**config.mk**
```make
export PLATFORM = sky130hd
export DESIGN_NAME = west_skew_feeder_flat
export DESIGN_NICKNAME = d
export VERILOG_FILES = /design/src/rtl/west_skew_feeder_if.sv /design/src/rtl/west_skew_feeder.sv /design/src/flat_wrapper.sv
export SDC_FILE = /design/constraint.sdc
export NUM_CORES = 1
export LEC_CHECK = 0
export ABC_CLOCK_PERIOD_IN_PS = 1200
export CAP_MARGIN = 0
export CORE_ASPECT_RATIO = 0.75
export CORE_UTILIZATION = 43
export DETAILED_ROUTE_END_ITERATION = 6
export GPL_TIMING_DRIVEN = 0
export PLACE_DENSITY_LB_ADDON = 0.3
export SYNTH_ARGS = -nofsm -noshare
export SYNTH_HDL_FRONTEND = slang
export SYNTH_SLANG_ARGS = --single-unit
```
**constraint.sdc**
```tcl
create_clock -name clk -period 1.2 [get_ports clk]
set_input_delay 0.3 -clock clk [delete_from_list [all_inputs] [get_ports clk]]
set_output_delay 0.3 -clock clk [all_outputs]
set_load 0.005 [all_outputs]
```
**src/rtl/west_skew_feeder_if.sv**
```systemverilog
// west_skew_feeder_if: vector handshake and skewed west-edge bus; stats ports exist only with WEST_FEEDER_STATS_EN
interface west_skew_feeder_if #(
  parameter int ROWS   = 4,
  parameter int DATA_W = 32
);
  logic                   in_valid;
  logic                   in_ready;
  logic                   in_last;
  logic [ROWS*DATA_W-1:0] in_data;
  logic [ROWS*DATA_W-1:0] out_data;
  logic [ROWS-1:0]        out_valid;
  logic                   busy;
  logic                   tile_done;
`ifdef WEST_FEEDER_STATS_EN
  logic [31:0]            vec_cnt;
  logic [31:0]            zero_cnt;
  modport master (output in_valid, in_last, in_data,
                  input  in_ready, out_data, out_valid, busy, tile_done, vec_cnt, zero_cnt);
  modport slave  (input  in_valid, in_last, in_data,
                  output in_ready, out_data, out_valid, busy, tile_done, vec_cnt, zero_cnt);
`else
  modport master (output in_valid, in_last, in_data,
                  input  in_ready, out_data, out_valid, busy, tile_done);
  modport slave  (input  in_valid, in_last, in_data,
                  output in_ready, out_data, out_valid, busy, tile_done);
`endif
endinterface

```
**src/rtl/west_skew_feeder.sv**
```systemverilog
// west_skew_feeder: skews activation vectors onto the array west edge, drains tiles; optional WEST_FEEDER_STATS_EN counters
module west_skew_feeder #(
  parameter int ROWS   = 4,
  parameter int DATA_W = 32
) (
  input logic               clk,
  input logic               rst,
  west_skew_feeder_if.slave bus
);
  localparam int CW = $clog2(ROWS + 1);
  typedef enum logic [1:0] {IDLE, STREAM, FLUSH} state_t;
  state_t          state;
  logic [CW-1:0]   cnt;
  logic [ROWS-1:0] last_sr;
  logic            acc;
  assign acc           = bus.in_valid && bus.in_ready;
  assign bus.in_ready  = state != FLUSH;
  assign bus.busy      = state != IDLE;
  assign bus.tile_done = last_sr[ROWS-1];
  // tile FSM: stream until the last vector, then hold off input while the skew drains
  always_ff @(posedge clk or negedge rst)
    if (!rst) begin
      state <= IDLE;
      cnt   <= '0;
    end else begin
      case (state)
        IDLE, STREAM:
          if (acc && bus.in_last) begin
            state <= (ROWS == 1) ? IDLE : FLUSH;
            cnt   <= CW'(ROWS - 1);
          end else if (acc) state <= STREAM;
        FLUSH: begin
          cnt <= cnt - 1'b1;
          if (cnt == CW'(1)) state <= IDLE;
        end
        default: state <= IDLE;
      endcase
    end
  // last-flag delay line matching the deepest lane, so tile_done lines up with its final element
  always_ff @(posedge clk or negedge rst)
    if (!rst) last_sr <= '0;
    else last_sr <= (last_sr << 1) | ROWS'(acc && bus.in_last);
  for (genvar g = 0; g < ROWS; g++) begin : lane
    logic [DATA_W-1:0] d [g+1];
    logic [g:0]        v;
    // lane g: free-running (g+1)-stage chain; non-accept cycles inject a zero bubble
    always_ff @(posedge clk or negedge rst)
      if (!rst) begin
        for (int i = 0; i <= g; i++) d[i] <= '0;
        v <= '0;
      end else begin
        d[0] <= acc ? bus.in_data[g*DATA_W +: DATA_W] : '0;
        for (int i = 1; i <= g; i++) d[i] <= d[i-1];
        v <= (v << 1) | (g+1)'(acc);
      end
    assign bus.out_data[g*DATA_W +: DATA_W] = d[g];
    assign bus.out_valid[g]                 = v[g];
  end
`ifdef WEST_FEEDER_STATS_EN
  logic [CW-1:0] zeros;
  logic [32:0]   zsum;
  // zero lanes in the offered vector
  always_comb begin
    zeros = '0;
    for (int i = 0; i < ROWS; i++) zeros += CW'(bus.in_data[i*DATA_W +: DATA_W] == '0);
  end
  assign zsum = {1'b0, bus.zero_cnt} + 33'(zeros);
  // saturating sparsity counters, cleared only by reset
  always_ff @(posedge clk or negedge rst)
    if (!rst) begin
      bus.vec_cnt  <= '0;
      bus.zero_cnt <= '0;
    end else if (acc) begin
      bus.vec_cnt  <= &bus.vec_cnt ? bus.vec_cnt : bus.vec_cnt + 1'b1;
      bus.zero_cnt <= zsum[32] ? '1 : zsum[31:0];
    end
`endif
endmodule

```
**src/flat_wrapper.sv**
```systemverilog
// flat-port wrapper written by rule: the top's interface ports become plain ports
module west_skew_feeder_flat 
#(
  parameter int ROWS   = 4,
  parameter int DATA_W = 32
)
  (clk, rst, bus_in_valid, bus_in_last, bus_in_data, bus_in_ready, bus_out_data, bus_out_valid, bus_busy, bus_tile_done);
  west_skew_feeder_if #(.ROWS(ROWS), .DATA_W(DATA_W)) bus_i ();
  input logic clk;
  input logic rst;
  input wire logic [$bits(bus_i.in_valid)-1:0] bus_in_valid;
  input wire logic [$bits(bus_i.in_last)-1:0] bus_in_last;
  input wire logic [$bits(bus_i.in_data)-1:0] bus_in_data;
  output wire logic [$bits(bus_i.in_ready)-1:0] bus_in_ready;
  output wire logic [$bits(bus_i.out_data)-1:0] bus_out_data;
  output wire logic [$bits(bus_i.out_valid)-1:0] bus_out_valid;
  output wire logic [$bits(bus_i.busy)-1:0] bus_busy;
  output wire logic [$bits(bus_i.tile_done)-1:0] bus_tile_done;
  assign bus_i.in_valid = bus_in_valid;
  assign bus_i.in_last = bus_in_last;
  assign bus_i.in_data = bus_in_data;
  assign bus_in_ready = bus_i.in_ready;
  assign bus_out_data = bus_i.out_data;
  assign bus_out_valid = bus_i.out_valid;
  assign bus_busy = bus_i.busy;
  assign bus_tile_done = bus_i.tile_done;
  west_skew_feeder #(.ROWS(ROWS), .DATA_W(DATA_W)) u_core (.clk(clk), .rst(rst), .bus(bus_i));
endmodule
```
Word level (Yosys, flattened, before mapping)
Cells that the tools add are included.
{"block": "classes", "addsub": 1, "n_eq_ne": 7, "mux": 10, "bitwise": 4, "n_reduce_logical": 8}
{"op": "two-way mux 32 bit", "n": 4}
{"op": "OR 4 x 1 -> 4 bit", "n": 2}
{"op": "two-way mux 2 bit", "n": 3}
{"op": "case mux 3 bit (2 select lines)", "n": 1}
{"op": "!= test 2 x 1 -> 1 bit, second input constant", "n": 2}
{"op": "case mux 2 bit (2 select lines)", "n": 1}
{"op": "AND reduction 2 bit", "n": 2}
{"op": "nonzero test 2 bit", "n": 2}
{"op": "== test 3 x 1 -> 1 bit, second input constant", "n": 1}
{"op": "two-way mux 3 bit", "n": 1}
{"op": "!= test 3 x 1 -> 1 bit, second input constant", "n": 1}
{"op": "OR 3 x 1 -> 3 bit", "n": 1}
{"op": "subtractor 3 x 1 -> 3 bit, second input constant", "n": 1}
{"op": "== test 2 x 1 -> 1 bit, second input constant", "n": 1}
{"op": "== test 2 bit, second input constant", "n": 1}
{"op": "logical AND 1 bit", "n": 2}
{"op": "logical NOT 2 bit", "n": 1}
{"op": "!= test 2 bit, second input constant", "n": 1}
{"op": "OR 2 x 1 -> 2 bit", "n": 1}
{"op": "OR reduction 2 bit", "n": 1}
{"block": "totals", "regBits": 339, "in_bits": 132, "out_inout_bits": 135, "wordCells": 47}

Longest topological paths before layout
Gate-level depths: netlist of run 1.
{"block": "depth", "depth_word": 5, "ltp_mapped": 5, "ltp_nobuf": 5}

Worst setup path after synthesis of run 1
No wires, ideal clock.
{"block": "synth_timing", "path_kind": "register to output", "startpoint": "register u_core.state[0]", "endpoint": "output port bus_in_ready", "arrival_ps": 971, "setup_slack_ps": -71, "path_stages_with_launch": 5, "path_buffers": 2, "cell_sequence": "dfrtp_1 and2b_4 inv_4 buf_8 buf_6"}
{"block": "synth_between", "elab_chain_len": 1}
{"element": "start: declaration", "line_no": "west_skew_feeder.sv:12", "text": "state_t state;"}
{"element": "start signal: assignment", "line_no": "west_skew_feeder.sv:29", "text": "state <= (ROWS == 1) ? IDLE : FLUSH;"}
{"element": "!= test 2 bit", "line_no": "west_skew_feeder.sv:17", "text": "assign bus.in_ready = state != FLUSH;"}
{"element": "end: declaration", "line_no": "flat_wrapper.sv:14", "text": "output wire logic [$bits(bus_i.in_ready)-1:0] bus_in_ready;"}
No other way between the ends.

Worst setup path after layout of run 1
Ends and elaborated chain as after synthesis.

==> results of run 1 <==
-- synth_stat cells (2+ instances only) --
cell type,n
a21oi_1,3
nor2b_1,2
ha_1,2
nor2_1,3
inv_1,4
buf_6,9
clkbuf_1,17
dfrtp_1,333
and3_1,129
buf_4,97
-- path summary, 6_finish.rpt --
check	start	end	slack (ps)	cells past startpoint
min in group clk	bus_in_data[63]	u_core.lane[1].d[63]	320	2
setup / recovery	u_core.state[0]	bus_in_ready	-670	5
max in group asynchronous	rst	u_core.bus.out_data[87]	310	3
hold reg to reg	u_core.lane[3].d[65]	u_core.lane[3].d[33]	340	0
setup reg to reg	u_core.state[0]	u_core.lane[1].v[0]	-390	8
hold / removal	rst	u_core.lane[0].d[16]	-440	1
-- stage by stage --
step	utilization	instance area, um^2	std cells	power (W)	TNS, ps
floorplan	-	10210	612	0.01577	-1233
global placement	0.5729	13250	1178	0.01850	-4655560
detailed placement	0.5767	13330	1181	0.01865	-126330
CTS	0.5955	13770	1152	0.02817	-46430
global route	0.6049	13990	1155	0.02946	-59910
finish	0.6050	13990	1156	0.02822	-46470
-- kinds of logic (layout without fill, tap and decap cells) --
| logic type | after synthesis | in the layout | share of synthesized area |
|---|---|---|---|
| flip-flops | 333 | 333 | 0.8163 |
| other | 0 | 1 | 0 |
| adder cells (fa/ha/maj) | 2 | 2 | 0.002451 |
| AND/OR/NAND/NOR | 139 | 139 | 0.08445 |
| XOR/XNOR | 1 | 1 | 0.0008581 |
| multiplexers | 1 | 1 | 0.0009806 |
| AO/OA/AOI/OAI | 6 | 6 | 0.003431 |
| buffers and inverters | 130 | 373 | 0.09155 |
-- where the power goes --
| part | total (W) | internal [W] | switching, W |
|---|---|---|---|
| logic | 0.00511 | 0.00308 | 0.00203 |
| clock network | 0.00949 | 0.00546 | 0.00403 |
| registers | 0.0136 | 0.0130 | 0.000620 |
| total | 0.0282 | 0.0215 | 0.00668 |
-- area by class of cell --
| class | count | area (um^2) | area share |
|---|---|---|---|
| diodes | 1 | 2.502 | 0.0001789 |
| plain buffers | 29 | 264.0 | 0.01887 |
| clock buffers | 40 | 849.6 | 0.06073 |
| clock inverters | 17 | 157.7 | 0.01127 |
| inverters | 5 | 21.27 | 0.001521 |
| multi-input cells | 149 | 1137 | 0.08131 |
| flip-flops and latches | 333 | 8334 | 0.5958 |
| well taps | 300 | 375.4 | 0.02683 |
| repair buffers | 282 | 2846 | 0.2035 |
-- timing repair --
action	4_1_cts	5_1_grt
endpoints found under the setup margin	265	267
pin swaps	1	18
buffers inserted	9	4
gates cloned	1	0
gates resized for setup	669	40
hold endpoints to repair	127	84
-- sequential cells by signal, indices dropped and copies added (netlist names) --
| register | count |
|---|---|
| u_core.cnt | 3 |
| u_core.last_sr | 4 |
| u_core.state | 2 |
| u_core.lane.d | 224 |
| u_core.bus.out_data | 96 |
| u_core.lane.v | 4 |
-- metal layers --
layer  track usage  vias up  share of wire
li1              -     2324              -
met1        0.2135     2541           0.42
met2        0.2676      165           0.49
met3       0.04247       38          0.065
met4       0.04981        0          0.023
met5             0        -              0
==> results by group, run 1 <==
Outcome
  – Status: finished with violations
  – Failing checks: design-rule violations, negative hold slack, negative setup slack

Timing
  – Rel. slew slack: 0.5891
  – Slew @ Worst Pin: 616.4 ps
  – Fmax: 534.2 MHz
  – Min Hold Slack: -437.9 ps
  – Final Max Slew Viols: 0
  – Tmin final: 1872 ps
  – Final Skew: 8.397 ps
  – Final-report hold violation count: 127
  – Final setup violation count: 267
  – Unrepaired setup endpoints after global routing: yes
  – Period utilisation layout: 1.560
  – Post-route setup slack: -672.0 ps

Layout
  – Filler cell count: 1735
  – Share of cells above drive strength 1: 0.3088
  – Commonest non-fill, non-tap cell in the layout: dfrtp_1
  – Area delta synth->final: 37.03%
  – Final nets: 965
  – Most frequent cells in the layout: dfrtp_1 (332), clkdlybuf4s50_1 (130), buf_6 (114)

Clock tree
  – TritonCTS Sinks: 333
  – Inserted Clock Buffers: 31
  – Clock Path Buffers: 3
  – H-tree levels: 1
  – CTS root buf: clkbuf_16
  – CTS tree: yes
  – Worst-Skew Late Latency: 530 ps
  – Clock transition at path regs: 60 ps

Synthesis
  – Syn nets: 746
  – Area leader, netlist: dfrtp_1
  – Top cell type's share of synthesized area: 0.8163
  – Number of enable flip-flop cells after synthesis: 0
  – Mapped Area: 0.01021 mm^2
  – Yosys warns: 0
  – Syn Area/Cell: 16.68 um^2
  – Primary FF master, synth: dfrtp_1
  – Gate Count Post-Synth: 612
  – FFs w/ async S/R, synth: 1.000
  – Seq cells post-synth: 333
  – Seq/Total Area, Yosys: 0.8163
  – Top cells by area, synth: dfrtp_1 (82%), and3_1 (7.9%), buf_4 (7.1%)
  – Synth unique cells: 23

Route
  – Iteration count of the initial detailed-routing pass: 6
  – Routed length per instance: 16.82 um
  – Final WL: 19.44 mm
  – Routed vias/inst: 4.384
  – Antenna Nets Post-Route: 0
  – Vias: 5068
  – DRC viols: 22
  – Starting DRT DRC Count: 281

Critical path
  – Worst path bufs/invs: 4
  – CP Cell Sequence: and2b_4 > inv_4 > buf_12 > buf_8 > buf_6
  – CP endpoint kind: output port
  – Slowest stage delay, CP: 380 ps
  – Largest delay share family, worst path: flip-flops
  – Worst path slowest cell: dfrtp_1
  – Crit Path Category: register to output port
  – Worst Path Arrival: 1570 ps
  – Startpoint types: register
  – Crit path max fanout: 2
  – Required @ worst endpoint: 900 ps

Run
  – MaxCap Viol Count: 0

Global route
  – Vias in the first global route: 5505
  – Overflow left after global routing: 0
  – First-pass GRT wire length: 30.42 mm
  – Initial antenna violation count: 2
  – Largest net degree at the start of global routing: 134
  – GR Util All Layers: 0.1624

Floorplan
  – Die X: 179.9 um
  – Top Ports: 267
  – Initial core utilization: 0.4415
  – Die Ht: 135.4 um
  – Area of the die: 0.02437 mm^2
  – Row count: 48
  – Core area: 0.02312 mm^2

Min path
  – Worst hold-check path type: input pin to async pin

Power
  – PwrDens: 2018 mW/mm^2
  – Peak supply drop: 0.001042 V
  – Leak Pwr: 7.181 nW

Place
  – Worst slack at placement: -854.0 ps
  – Routability cong.: 0.7878
  – # port buffers: 266
  – Dpl hpwl: 12.74 mm
(Power assumes the default switching activity.)
==> inputs of run 2 (changes only) <==
--- a/config.mk
+++ b/config.mk
@@ -11,7 +11,7 @@
 export CORE_UTILIZATION = 43
 export DETAILED_ROUTE_END_ITERATION = 6
 export GPL_TIMING_DRIVEN = 0
-export PLACE_DENSITY_LB_ADDON = 0.3
+export PLACE_DENSITY = 0.75
 export SYNTH_ARGS = -nofsm -noshare
 export SYNTH_HDL_FRONTEND = slang
 export SYNTH_SLANG_ARGS = --single-unit
==> run 2 against run 1 <==
  * The run still ends with design-rule violations, negative hold slack, negative setup slack left
  * Non-clock buffer count is 2 lower
  * Flip-flop and latch count stayed put
  * Final cell count is 0.17% lower
  * Sequential share of layout area is 0.70 points higher
  * Die area stayed put
  * Clock power is 11% higher
  * Global-route usage is 1.0 points higher
  * Combinational power is 9.6% lower
  * Clock skew is 5.9 ps higher
  * Cell area is 1.2% lower
  * Critical endpoint unchanged
  * Largest cell class unchanged
==> results by group, run 2 (same netlist as run 1, synthesis figures left out) <==
Critical path
  – Worst Path Arrival: 1540 ps
  – Reg2reg setup slack: -220 ps
  – Required @ worst endpoint: 900 ps
  – Reg2reg path depth: 6
  – Crit path max fanout: 2
  – Startpoint types: register
  – Worst path slowest cell: dfrtp_1
  – Crit Path Category: register to output port
  – Slowest stage delay, CP: 370 ps
  – CP Cell Sequence: and2b_4 > inv_4 > buf_12 > buf_8 > buf_6
  – CP endpoint kind: output port

Clock tree
  – Clock transition at path regs: 60 ps
  – CTS root buf: clkbuf_16
  – H-tree levels: 1
  – Inserted Clock Buffers: 31
  – CTS tree: yes
  – Worst-Skew Late Latency: 550 ps
  – Clock Path Buffers: 3
  – TritonCTS Sinks: 333

Route
  – Final WL: 20.43 mm
  – Routed vias/inst: 4.446
  – Routed wl met3: 1.077 mm
  – Vias: 5131
  – Routed length per instance: 17.70 um
  – WL met1: 8.522 mm
  – DR top layer: met4
  – Antenna Nets Post-Route: 0
  – DRC viols: 14
  – WL met2: 10.26 mm
  – Starting DRT DRC Count: 287
  – Iteration count of the initial detailed-routing pass: 6

Global route
  – Overflow left after global routing: 0
  – GR Util All Layers: 0.1726
  – First-pass GRT wire length: 32.11 mm
  – Largest net degree at the start of global routing: 130
  – Vias in the first global route: 5616
  – Initial antenna violation count: 0

Power
  – Design Power: 0.02881 W
  – Logic pwr share: 0.161
  – Clk network pwr share: 0.366
  – PwrDens: 2084 mW/mm^2
  – Switch share: 0.2300
  – Int Power: 0.02218 W
  – Switch Pwr: 0.006625 W
  – Peak supply drop: 0.001145 V
  – Leak Pwr: 7.242 nW
  – Sequential share of power: 0.474

Timing
  – Final-report hold violation count: 84
  – Rel. slew slack: 0.5657
  – Tmin final: 1842 ps
  – Period utilisation layout: 1.535
  – Post-route setup slack: -642.2 ps
  – Setup TNS: -38840 ps
  – Fmax: 542.8 MHz
  – Final Skew: 14.30 ps
  – Unrepaired setup endpoints after global routing: yes
  – Min Hold Slack: -248.5 ps
  – Final Max Slew Viols: 0
  – Final setup violation count: 265
  – Slew @ Worst Pin: 651.4 ps

Floorplan
  – Row count: 48
  – Area of the die: 0.02437 mm^2
  – Top Ports: 267
  – Initial core utilization: 0.4415
  – Die X: 179.9 um
  – Core area: 0.02312 mm^2
  – Die Ht: 135.4 um

Place
  – Dpl hpwl: 13.82 mm
  – Worst slack at placement: -762.5 ps
  – Routability cong.: 0.8062
  – Dpl cell area: 0.01331 mm^2
  – # port buffers: 266

Layout
  – Area delta synth->final: 35.41%
  – Antenna diode count: 0
  – Reg with most FFs: u_core.lane.d
  – Max FFs per register: 224
  – Share of cells above drive strength 1: 0.2646
  – Final design area excluding fillers: 0.01382 mm^2
  – Filler cell count: 1707
  – Most frequent cells in the layout: dfrtp_1 (333), clkdlybuf4s50_1 (130), and3_1 (127)
  – Final nets: 963
  – Commonest non-fill, non-tap cell in the layout: dfrtp_1

Min path
  – Worst hold-check path type: input pin to async pin

Run
  – MaxCap Viol Count: 0

Outcome
  – Failing checks: design-rule violations, negative hold slack, negative setup slack
  – Status: finished with violations
==> run 2: cell count changes in the layout (fill, tap and decap cells not counted), sizes merged <==
cell,before,now
buf,167,159
bufinv,2,7
clkbuf,54,58
clkinvlp,2,0
clkinv,11,10
diode,1,0
inv,7,8
==> run 2: layout make-up <==
class / count / area (um^2) / share of cell area
Sequential cell: 333 / 8333 / 0.6028
Clock inverter: 20 / 292.8 / 0.02118
Tap cell: 300 / 375.4 / 0.02715
Timing Repair Buffer: 281 / 2778 / 0.2009
Buffer: 28 / 237.7 / 0.01720
Inverter: 5 / 21.27 / 0.001539
Clock buffer: 38 / 832.0 / 0.06019
Multi-Input combinational cell: 149 / 953.4 / 0.06897
==> run 2: per-layer routing <==
layer	global-route usage	up-vias
met5	0	-
met4	0.05891	0
met3	0.03925	36
met2	0.2856	140
met1	0.2275	2632
li1	-	2323
==> run 2: timing repair <==
item | 4_1_cts | 5_1_grt
endpoints found under the setup margin | 265 | 267
cloned | 3 | 0
setup buffers | 8 | 2
pin swaps | 1 | 0
endpoints found under the hold margin | 84 | 84
resized for setup | 660 | 1
==> run 2: final timing paths <==
check	startpoint	to
min reg2reg	u_core.lane[3].d[108]	u_core.lane[3].d[76]
min	rst	u_core.lane[3].d[101]
max reg2reg	u_core.state[0]	u_core.lane[1].d[58]
min in group clk	bus_in_data[63]	u_core.lane[1].d[63]
max in group asynchronous	rst	u_core.lane[2].d[38]
max	u_core.state[0]	bus_in_ready
==> run 2: power by group through the flow <==
stage	clock [W]	combinational [W]	sequential [W]
final	0.0105	0.00462	0.0136
after global routing	0.0113	0.00503	0.0138
after CTS	0.0108	0.00466	0.0137
after detailed placement	0	0.00496	0.0138
after global placement	0	0.00482	0.0137
after floorplan	0	0.00218	0.0136
==> run 2: per-stage QoR <==
| step | std cells | util |
|---|---|---|
| after floorplan | 612 | - |
| after global placement | 1178 | 0.5729 |
| after detailed placement | 1180 | 0.5755 |
| after CTS | 1152 | 0.5970 |
| after global routing | 1154 | 0.5978 |
| final | 1154 | 0.5978 |
==> run 2: critical path, delay by kind of cell (launching register included) <==
kind / cells / cell delay [ps]
DFF: 1 / 370
and+or+nand+nor: 1 / 260
buffers and inverters: 4 / 360
